--- src/rtl/sdram_pkg.sv ---
// Shared SDRAM client definitions: address field widths, data width,
// command-port arbiter state encoding and a small index-width helper.
package sdram_pkg;

  localparam int unsigned BankWidth = 2;
  localparam int unsigned RowWidth  = 12;
  localparam int unsigned ColWidth  = 9;
  localparam int unsigned AddrWidth = BankWidth + RowWidth + ColWidth;
  localparam int unsigned DataWidth = 16;

  typedef enum logic [2:0] {
    ARB_IDLE,
    ARB_ISSUE,
    ARB_SETTLE,
    ARB_WAIT_READ,
    ARB_WAIT_READY
  } arb_state_e;

  // Bits needed to hold an index in 0..n-1 (at least one bit).
  function automatic int unsigned idx_width(input int unsigned n);
    return (n > 1) ? $clog2(n) : 1;
  endfunction

endpackage

--- src/rtl/rr_picker.sv ---
// Combinational round-robin priority encoder.
// Ports:
//   req        in  N     request vector
//   last_grant in  IdxW  index granted most recently
//   grant      out N     one-hot winner (zero when no request)
//   grant_idx  out IdxW  binary index of the winner
//   valid      out 1     at least one request present
module rr_picker
  import sdram_pkg::*;
#(
  parameter int unsigned N = 2,
  localparam int unsigned IdxW = idx_width(N)
) (
  input  logic [N-1:0]    req,
  input  logic [IdxW-1:0] last_grant,
  output logic [N-1:0]    grant,
  output logic [IdxW-1:0] grant_idx,
  output logic            valid
);

  logic [IdxW-1:0] cand;

  // Search starts one past the last winner and wraps modulo N.
  always_comb begin
    grant     = '0;
    grant_idx = '0;
    valid     = 1'b0;
    cand      = '0;
    for (int unsigned k = 1; k <= N; k++) begin
      cand = IdxW'((32'(last_grant) + k) % N);
      if (!valid && req[cand]) begin
        valid       = 1'b1;
        grant[cand] = 1'b1;
        grant_idx   = cand;
      end
    end
  end

endmodule

--- src/rtl/sdram_arbiter.sv ---
// Round-robin arbiter sharing the SDRAM controller command port between N
// requesters; forwards one command at a time and routes read data back to
// the requester that issued the read.
// Ports:
//   clk, rst_                     clock, async active-low reset
//   req_trigger/ready/addr/write/writeData   per-requester command handshake
//   req_readData, req_readDataValid         registered read return
//   ctrl_cmd*                     controller command port
//   err                           sticky: read data arrived unexpectedly
module sdram_arbiter #(
  parameter int unsigned N         = 2,
  parameter int unsigned AddrWidth = sdram_pkg::AddrWidth,
  parameter int unsigned DataWidth = sdram_pkg::DataWidth
) (
  input  logic                   clk,
  input  logic                   rst_,
  input  logic [N-1:0]           req_trigger,
  output logic [N-1:0]           req_ready,
  input  logic [N*AddrWidth-1:0] req_addr,
  input  logic [N-1:0]           req_write,
  input  logic [N*DataWidth-1:0] req_writeData,
  output logic [DataWidth-1:0]   req_readData,
  output logic [N-1:0]           req_readDataValid,
  input  logic                   ctrl_cmdReady,
  output logic                   ctrl_cmdTrigger,
  output logic [AddrWidth-1:0]   ctrl_cmdAddr,
  output logic                   ctrl_cmdWrite,
  output logic [DataWidth-1:0]   ctrl_cmdWriteData,
  input  logic [DataWidth-1:0]   ctrl_cmdReadData,
  input  logic                   ctrl_cmdReadDataValid,
  output logic                   err
);
  import sdram_pkg::*;

  localparam int unsigned IdxW = idx_width(N);

  arb_state_e           state_q, state_d;
  logic [IdxW-1:0]      last_grant_q, owner_q, pick_idx;
  logic [N-1:0]         pick_grant;
  logic                 pick_valid;
  logic [AddrWidth-1:0] hold_addr_q;
  logic                 hold_write_q;
  logic [DataWidth-1:0] hold_data_q;
  logic                 accept, rd_accept;

  rr_picker #(.N(N)) u_picker (
    .req        (req_trigger),
    .last_grant (last_grant_q),
    .grant      (pick_grant),
    .grant_idx  (pick_idx),
    .valid      (pick_valid)
  );

  // Accept is combinational in Idle; gated by reset so ready stays low in reset.
  assign accept          = (state_q == ARB_IDLE) && pick_valid && rst_;
  assign req_ready       = accept ? pick_grant : '0;
  assign ctrl_cmdTrigger = (state_q == ARB_ISSUE) && ctrl_cmdReady;
  assign ctrl_cmdAddr      = hold_addr_q;
  assign ctrl_cmdWrite     = hold_write_q;
  assign ctrl_cmdWriteData = hold_data_q;

  // Read data is expected only in WaitRead, or in Settle of a read command.
  assign rd_accept = ctrl_cmdReadDataValid &&
                     ((state_q == ARB_WAIT_READ) ||
                      ((state_q == ARB_SETTLE) && !hold_write_q));

  // Next-state logic.
  always_comb begin
    state_d = state_q;
    case (state_q)
      ARB_IDLE:       if (pick_valid) state_d = ARB_ISSUE;
      ARB_ISSUE:      if (ctrl_cmdReady) state_d = ARB_SETTLE;
      ARB_SETTLE:     state_d = (hold_write_q || rd_accept) ? ARB_WAIT_READY : ARB_WAIT_READ;
      ARB_WAIT_READ:  if (rd_accept) state_d = ARB_WAIT_READY;
      ARB_WAIT_READY: if (ctrl_cmdReady) state_d = ARB_IDLE;
      default:        state_d = ARB_IDLE;
    endcase
  end

  // State, hold registers and registered read-return outputs.
  always_ff @(posedge clk or negedge rst_) begin
    if (!rst_) begin
      state_q           <= ARB_IDLE;
      last_grant_q      <= IdxW'(N - 1);
      owner_q           <= '0;
      hold_addr_q       <= '0;
      hold_write_q      <= 1'b0;
      hold_data_q       <= '0;
      req_readData      <= '0;
      req_readDataValid <= '0;
      err               <= 1'b0;
    end else begin
      state_q           <= state_d;
      req_readDataValid <= '0;
      if (accept) begin
        owner_q      <= pick_idx;
        last_grant_q <= pick_idx;
        hold_addr_q  <= req_addr[pick_idx * AddrWidth +: AddrWidth];
        hold_write_q <= req_write[pick_idx];
        hold_data_q  <= req_writeData[pick_idx * DataWidth +: DataWidth];
      end
      if (rd_accept) begin
        req_readData      <= ctrl_cmdReadData;
        req_readDataValid <= N'(1) << owner_q;
      end else if (ctrl_cmdReadDataValid) begin
        err <= 1'b1;
      end
    end
  end

endmodule
--- config.mk ---
export PLATFORM = sky130hd
export DESIGN_NAME = sdram_arbiter
export DESIGN_NICKNAME = d
export VERILOG_FILES = /design/src/rtl/sdram_pkg.sv /design/src/rtl/rr_picker.sv /design/src/rtl/sdram_arbiter.sv
export SDC_FILE = /design/constraint.sdc
export NUM_CORES = 1
export LEC_CHECK = 0
export ABC_AREA = 1
export CAP_MARGIN = 20
export CORE_MARGIN = 3
export CORE_UTILIZATION = 25
export CTS_CLUSTER_SIZE = 40
export DETAILED_ROUTE_END_ITERATION = 8
export PLACE_DENSITY = 0.61
export REMOVE_ABC_BUFFERS = 1
export SLEW_MARGIN = 20
export SYNTH_ARGS = -nofsm -noshare
export SYNTH_HDL_FRONTEND = slang
export SYNTH_SLANG_ARGS = --single-unit
export TNS_END_PERCENT = 100
--- constraint.sdc ---
create_clock -name clk -period 1.9 [get_ports clk]
set_clock_uncertainty 0.05 [all_clocks]
set_input_delay 0.285 -clock clk [delete_from_list [all_inputs] [get_ports clk]]
set_output_delay 0.285 -clock clk [all_outputs]
set_load 0.005 [all_outputs]
Word-level counts from Yosys, hierarchy flattened
Index checks and enable logic that the tools add are counted.
{"block": "word_totals", "ff_bits": 64, "latch_bits": 0, "ram_bits": 0, "mem_bits_ro": 0, "input_bits": 102, "out_inout_bits": 62, "word_cells": 69, "n_memories": 0}
{"block": "classes", "addsub": 2, "multipliers": 1, "div_mod_pow": 0, "order_cmp": 5, "eq_ne": 8, "shifts": 3, "muxes": 24, "n_bitwise": 2, "n_reduce_logical": 15}
{"cell": "indexed part select 46 x 7 -> 23 bit", "n": 1}
{"cell": "indexed part select 32 x 6 -> 16 bit", "n": 1}
{"cell": "2-to-1 mux 3 bit", "n": 5}
{"cell": "one-hot mux 3 bit (5 select lines)", "n": 1}
{"cell": "2-to-1 mux 1 bit", "n": 12}
{"cell": "logical AND 1 bit", "n": 8}
{"cell": "2-to-1 mux 2 bit", "n": 4}
{"cell": "inequality test 2 bit (second input constant)", "n": 4}
{"cell": "== test 3 x 2 -> 1 bit (second input constant)", "n": 2}
{"cell": "< comparator 1 x 2 -> 1 bit (second input constant)", "n": 3}
{"cell": "multiplier 1 x 5 -> 6 bit (second input constant)", "n": 1}
{"cell": "AND reduction 4 bit", "n": 1}
{"cell": "== test 3 x 1 -> 1 bit (second input constant)", "n": 1}
{"cell": "== test 3 bit (second input constant)", "n": 1}
{"cell": "logical NOT 3 bit", "n": 1}
{"cell": "adder 1 bit (second input constant)", "n": 2}
{"cell": "demux 1 bit (select 1 bit)", "n": 2}
{"cell": "greater-or-equal comparator 1 bit (second input constant)", "n": 2}
{"cell": "logical NOT 1 bit", "n": 2}
{"cell": "logical OR 1 bit", "n": 2}
{"cell": "OR 2 bit", "n": 1}
{"cell": "AND reduction 2 bit", "n": 1}
{"cell": "left shift 1 x 1 -> 2 bit (first input constant)", "n": 1}
{"cell": "NOT 1 bit", "n": 1}

Longest topological paths before layout
Gate-level depths: netlist (run 1).
{"block": "depth", "depth_word": 10, "depth_mapped": 9, "mapped_depth_nobuf": 8}

Cells and area by module
From an unflattened synthesis (run 1), not the netlist that was laid out.
{"block": "unflattened", "hier_cells": 391, "hier_area_um2": 3160.5}
{"module": "sdram_arbiter", "n_inst": 1, "cells_each": 384, "area_each_um2": 3129.3, "seq_area_each_um2": 1602.8}
{"module": "rr_picker", "n_inst": 1, "cells_each": 7, "area_each_um2": 31.3, "seq_area_each_um2": 0.0}

Worst setup path after synthesis (run 1)
OpenSTA, ideal clock, no wires.
{"block": "synth_path", "path_type": "flip-flop to output port", "from": "register state_q[1]", "to": "output port req_ready[0]", "t_arrival_ps": 1101, "t_required_ps": 1565, "setup_slack_ps": 464, "path_stages_with_launch": 7, "n_path_buf": 1, "cell_sequence": "dfrtp_1 nor2_4 nand2_2 nor2_4 buf_2 inv_1 nor2_1"}
{"block": "synth_via", "elab_chain_cells": 4}
{"item": "start, declared", "line_no": "sdram_arbiter.sv:37", "text": "arb_state_e state_q, state_d;"}
{"item": "start signal, assigned", "line_no": "sdram_arbiter.sv:93", "text": "state_q <= state_d;"}
{"item": "logical NOT 3 bit", "line_no": "sdram_arbiter.sv:55", "text": "assign accept = (state_q == ARB_IDLE) && pick_valid && rst_;"}
{"item": "logical AND 1 bit (2 in a row)", "line_no": "sdram_arbiter.sv:55"}
{"item": "2-to-1 mux 2 bit", "line_no": "sdram_arbiter.sv:56", "text": "assign req_ready = accept ? pick_grant : '0;"}
{"item": "end, declared", "line_no": "sdram_arbiter.sv:18", "text": "output logic [N-1:0] req_ready,"}
Every way passes these cells.

Worst setup path in the final report (run 1)
{"block": "layout_path", "from": "input port req_trigger[0]", "to": "output port req_ready[1]"}
{"block": "layout_via", "elab_chain_cells": 9, "word_cells_on_any_way": 14, "classes_between": "mux (9); bitwise (1); reduce/logical (4)"}
{"item": "start, declared", "line_no": "sdram_arbiter.sv:17", "text": "input logic [N-1:0] req_trigger,"}
{"item": "2-to-1 mux 1 bit (implied by the code) (2 in a row)", "line_no": "rr_picker.sv:31", "text": "if (!valid && req[cand]) begin"}
{"item": "2-to-1 mux 1 bit", "line_no": "rr_picker.sv:31"}
{"item": "logical NOT 1 bit", "line_no": "rr_picker.sv:31"}
{"item": "logical AND 1 bit", "line_no": "rr_picker.sv:31"}
{"item": "2-to-1 mux 1 bit", "line_no": "rr_picker.sv:31"}
{"item": "logical AND 1 bit (2 in a row)", "line_no": "sdram_arbiter.sv:55"}
{"item": "2-to-1 mux 2 bit (*)", "line_no": "sdram_arbiter.sv:56"}
Mark *: on every way between the ends. The rest lies on a longest branch, timed or not. The select of a mux whose other input is x is not followed.

==> results of run 1 <==
[state kept, by name (all words and copies together) (netlist names)]
name               count
req_readDataValid      2
ctrl_cmdAddr          23
req_readData          16
ctrl_cmdWriteData     16
owner_q                1
ctrl_cmdWrite          1
err                    1
state_q                3
last_grant_q           1
[per-stage QoR]
stage          cells  hold slack (ns)  power, mW  cell area [um^2]
2_1_floorplan    335          -0.0606       3.58              3090
3_3_place_gp     685            0.373       5.43              5060
3_5_place_dp     685            0.372       5.49              5060
4_1_cts          701            0.185       7.22              5370
5_1_grt          702            0.244       7.61              5380
6_report         702            0.148       7.07              5380
[where the power goes]
part | internal [mW] | switching [mW]
clock | 1.07 | 0.567
combinational | 1.84 | 1.26
sequential | 2.00 | 0.336
total | 4.91 | 2.16
[worst max-delay path, delay by kind of cell]
family / cells / cell delay [ns]
buf+inv: 4 / 0.81
simple gates: 4 / 0.38
[final cells by class]
| cell class | count | area, um^2 |
|---|---|---|
| fillers | 1287 | 7350 |
| clock inverters | 3 | 42.5 |
| inverters | 29 | 109 |
| well taps | 172 | 215 |
| flip-flops and latches | 64 | 1600 |
| repair buffers | 181 | 1780 |
| multi-input cells | 242 | 1380 |
| clock buffers | 11 | 253 |
[worst paths after layout]
kind,start,endpoint,slack [ns],cells after the start
max,req_trigger[0],req_ready[1],0.09,8
min,rst_,ctrl_cmdAddr[0],0.15,2
max reg2reg,state_q[1],ctrl_cmdAddr[17],0.22,8
min reg2reg,owner_q,req_readDataValid[0],0.38,1
max in group asynchronous,rst_,ctrl_cmdAddr[19],1.12,2
min in group clk,owner_q,req_readDataValid[0],0.38,1
[cells in the mapped netlist]
library cell,instances
nand3_1,52
o21ai_1,3
nor2_1,10
dfstp_2,1
a31oi_1,1
a21oi_1,1
o21a_1,39
inv_1,27
nor3_1,1
dfrtp_1,63
o211ai_1,1
nand2_2,1
nand3_2,31
inv_2,2
o21ai_0,16
buf_12,4
nand2_1,81
nor2_4,3
or2_2,1
clkbuf_1,8
buf_2,8
nand4_1,1
buf_6,4
buf_4,1
[kinds of logic after synthesis]
kind of cell | count (synthesis)
simple gates | 181
flops | 64
compound gates | 61
buf+inv | 54
[timing repair]
| item | in CTS | in global routing |
|---|---|---|
| hold buffers | 0 | 0 |
| buffers inserted | 2 | 1 |
| resized for setup | 5 | 3 |
| endpoints found under the setup margin | 3 | 2 |
| pin swaps | 0 | 1 |
[layer usage]
metal / GRT usage (%) / vias to the layer above / wire length, um
li1: - / 1527 / -
met1: 16.8 / 1468 / 4120
met2: 23.9 / 81 / 5010
met3: 3.37 / 8 / 524
met4: 4.53 / 0 / 162
met5: 0 / - / 0
==> results_dict.tcl, run 1 <==
set metrics [dict create \
    status "completed" \
    crit_chain "clkdlybuf4s50_1 > inv_1 > nand2_1 > nand2_1 > nor2_4 > nand3_1 > inv_1 > clkdlybuf4s15_1" \
    clk_pin_slew_ns 0.05 \
    fin_ws_ns 0.0863 \
    groute.usage.overall_pct 13.8 \
    synthTopCellsByArea "dfrtp_1 (48%), nand3_2 (9.4%), nand2_1 (9.2%), o21a_1 (8.9%), nand3_1 (7.9%)" \
    yosysTopAreaCell "dfrtp_1" \
    core_area_mm2 0.0127 \
    ctsLongestPathBuffers 2 \
    critical_path.max_fanout 3 \
    max_slew_margin_pct 44.6 \
    leakage_nw 2.28 \
    setup_viol 0 \
    final_common_cell "clkdlybuf4s50_1" \
    fin_setup_tns_ns 0 \
    synth-adder-area-share_pct 0 \
    tightest_slew_ns 0.831 \
    fp.dieW_um 121 \
    start_kind "input port" \
    dieArea_mm2 0.0146 \
    start_util_pct 25.9 \
    max_stage_delay_ns 0.48 \
    syn_area_mm2 0.00329 \
    wl_per_cell_um 14.0 \
    finalHoldViolCount 0 \
    grt_antenna_before_repair 0 \
    drt-vias-per-instance 4.39 \
    place_congestion 0.805 \
    grt-ovfl-total 0 \
    yosys.area_share.simple_pct 29.5 \
    diodes 0 \
    end_kind "output port" \
    ys_seq_area_share_pct 48.7 \
    hpwl_um 7170 \
    pre_cts_ws_ns -0.211 \
    synth_top_area_share_pct 47.9 \
    arrival_ns 1.48 \
    syn_area_per_cell_um2 9.14 \
    cts_sinks 64 \
    fin_crit_ns 1.81 \
    cap_violations 0 \
    cpMaxStageDelayCell "clkdlybuf4s50_1" \
    final_antenna_net_count 0 \
    synth_mux_area_share_pct 0 \
    htreeDepth 3 \
    layout.nets 629 \
    drv_slew 0 \
    routed_wirelength_um 9820 \
    grt_max_degree 65 \
    hp-class "input port to asynchronous set/reset pin" \
    synth_compound_area_share_pct 12.4 \
    numPortBuffers 163 \
    drive_above_1_share_pct 14.3 \
    grt_pass1_wl_um 16000 \
    cts-root-buf "clkbuf_16" \
    max-vdd-ir-drop_mv 0.608 \
    area_growth_pct 63.4 \
    worst-setup-path-type "input port to output port" \
    synthCells 360 \
    ys_ff_latch 64 \
    yosysWarningCount 0 \
    synth_xor_area_share_pct 0 \
    critical_path_required_ns 1.56 \
    fin_crit_sh_pct 95.5 \
    remaining_drc_errors 0 \
    p_per_area_mw_per_mm2 1310 \
    ys_types 24 \
    fmax_ghz 0.551 \
    layout_common_cells "clkdlybuf4s50_1 (158), nand2_1 (81), dfrtp_1 (63)" \
    grt_pass1_vias 3149 \
    rows 41 \
    die_h_um 121 \
    finish.utilization_pct 42.3 \
    first_pass_iters 4 \
    ioPinCount 164 \
    clkLatencyLatePin_ns 0.32 \
    tritoncts "yes" \
    drtIter0Drc 117 \
    synth_top_family_by_area "simple AND/OR/NAND/NOR gates" \
    dr_total_vias 3084 \
    cts_buffers 9 \
]
(Power assumes the default switching activity.)
==> run 2, diff against run 1 <==
Settings changed: ABC_AREA 1 to not set, HOLD_SLACK_MARGIN set to 0.15, PLACE_DENSITY 0.61 to 0.59.
==> run 2 against run 1 <==
Global-route usage shrank 0.69 points. Via count decreased by 16%. Sequential power grew 4%. Critical endpoint is now req_ready[0].
==> results_dict.tcl, run 2 <==
set metrics [dict create \
    setup_viol 0 \
    cts-root-buf "clkbuf_16" \
    tightest_slew_ns 0.825 \
    place_inst 513 \
    largest_register_ffs 23 \
    yosysWarningCount 0 \
    hp-class "input port to asynchronous set/reset pin" \
    yosysMostFrequentCell "dfrtp_1" \
    start_util_pct 26.2 \
    seqCellArea_mm2 0.00160 \
    cts_buffers 9 \
    dpl-instance-area_mm2 0.00491 \
    numPortBuffers 163 \
    drive_above_1_share_pct 24.9 \
    crit_cells 4 \
    die_h_um 117 \
    crit_buf_inv 2 \
    synthTopCellsByCount "dfrtp_1 (63), a2bb2oi_2 (40), o32ai_1 (40)" \
    htreeDepth 3 \
    ys_ff_latch 64 \
    dieArea_mm2 0.0136 \
    layout_common_cells "clkdlybuf4s50_1 (159), dfrtp_1 (63), o32ai_1 (40), a2bb2oi_2 (40), buf_4 (17)" \
    grt_pass1_wl_um 14100 \
    grt_max_degree 65 \
    synthTopCellsByArea "dfrtp_1 (51%), a2bb2oi_2 (20%), o32ai_1 (11%), mux2_2 (4.0%), mux2_1 (1.8%)" \
    max-vdd-ir-drop_mv 0.482 \
    max_slew_margin_pct 45.0 \
    critical_path.max_fanout 2 \
    ys_seq_area_share_pct 52.3 \
    synthCells 215 \
    end_kind "output port" \
    crit_family "simple AND/OR/NAND/NOR gates" \
    rr_worst_depth 7 \
    max_stage_delay_ns 0.40 \
    wl_per_cell_um 17.2 \
    grt_setup_unrepaired "true" \
    finalHoldViolCount 0 \
    fp.dieW_um 117 \
    area_growth_pct 73.9 \
    synth-edff-count 0 \
    p_per_area_mw_per_mm2 1430 \
    drtIter0Drc 102 \
    remaining_drc_errors 0 \
    status "completed" \
    synthArstFlopShare_pct 100 \
    leakage_nw 2.05 \
    multi_input_area_mm2 0.00135 \
    core_area_mm2 0.0117 \
    diodes 0 \
    drv_slew 0 \
    fin_crit_sh_pct 97.2 \
    syn_area_per_cell_um2 14.2 \
    tritoncts "yes" \
    stdcell_count 536 \
    crit_chain "nor4b_4 > buf_4 > nor3b_4 > buf_2" \
    ctsLongestPathBuffers 2 \
    synth_top_flop_cell "dfrtp_1" \
    fmax_ghz 0.541 \
    critical_path_required_ns 1.56 \
    synth_top_area_share_pct 51.5 \
    groute.usage.overall_pct 13.1 \
    start_kind "flip-flop" \
    final_common_cell "clkdlybuf4s50_1" \
    ys_types 30 \
    whs_ns 0.124 \
    drt-vias-per-instance 4.82 \
    ioPinCount 164 \
    cpMaxStageDelayCell "dfrtp_1" \
    layout.nets 490 \
    grt-ovfl-total 0 \
    routed_wirelength_um 9220 \
    hpwl_um 6350 \
    grt_antenna_before_repair 0 \
    final_antenna_net_count 0 \
    worst-setup-path-type "flip-flop to output port" \
    first_pass_iters 4 \
    fin_crit_ns 1.85 \
    rows 39 \
    clk_pin_slew_ns 0.06 \
    grt_pass1_vias 2708 \
    clkLatencyLatePin_ns 0.32 \
    yosysTopAreaCell "dfrtp_1" \
    final_area_mm2 0.00533 \
    cts_sinks 64 \
    cap_violations 0 \
    dr_total_vias 2584 \
    place_congestion 0.689 \
    arrival_ns 1.51 \
    nFillCells 1094 \
    syn_area_mm2 0.00306 \
]
run 2: cell families (layout without fill, tap and decap cells):
group	Yosys count	count (layout)	synth area share, %
mux	17	17	6.21
simple gates	17	17	3.68
compound gates	90	90	33.3
buf+inv	27	205	4.53
flops	64	64	52.3
run 2: power by group:
group / total (mW) / internal [mW] / switching [mW]
Clock: 1.65 / 1.05 / 0.591
Sequential: 2.44 / 2.01 / 0.428
Combinational: 3.54 / 2.35 / 1.19
run 2: routing by layer:
| layer | share of wire, % | routed length [um] | track usage [%] |
|---|---|---|---|
| met1 | 43 | 4000 | 15.7 |
| met4 | 0.70 | 65 | 2.75 |
| met5 | 0 | 0 | 0 |
| met3 | 9.0 | 829 | 4.87 |
| met2 | 47 | 4330 | 22.6 |
run 2: final timing paths:
| kind | startpoint | to | slack, ns |
|---|---|---|---|
| worst max register to register | state_q[1] | ctrl_cmdAddr[4] | 0.08 |
| worst min-delay path | rst_ | ctrl_cmdWrite | 0.12 |
| max in group asynchronous | rst_ | ctrl_cmdWriteData[14] | 1.13 |
| min in group clk | owner_q | req_readDataValid[0] | 0.38 |
| worst max-delay path | state_q[1] | req_ready[0] | 0.05 |
| worst min register to register | owner_q | req_readDataValid[0] | 0.38 |
run 2: metrics by stage:
step	setup slack, ns	power (mW)	TNS [ns]	utilization [%]
floorplan	-2.38	3.99	-94.79	-
global placement	-0.0778	5.83	-0.125	41.9
detailed placement	-0.0929	5.89	-0.626	41.9
CTS	-0.0645	7.68	-0.236	45.1
global route	-0.0278	8.09	-0.0662	45.5
finish	0.0533	7.62	0	45.5
run 2: timing repair:
item,CTS,global route
endpoints found under the setup margin,30,36
cloned,1,1
hold buffers,0,0
gates resized for setup,11,3
setup buffers,3,2
pin swaps,1,2
run 2: final cells by class:
type | count | area share [%]
timing repair buffer | 186 | 35.4
inverter | 3 | 0.211
clock buffer | 12 | 4.63
sequential | 64 | 30.1
clock inverter | 4 | 1.01
tap | 143 | 3.36
multi-input combinational | 124 | 25.3
==> run 3, diff against run 2 <==
Settings changed: CAP_MARGIN 20 to not set.
==> results of run 3 <==
The final DEF is identical to that of run 2; final timing and power are the same.
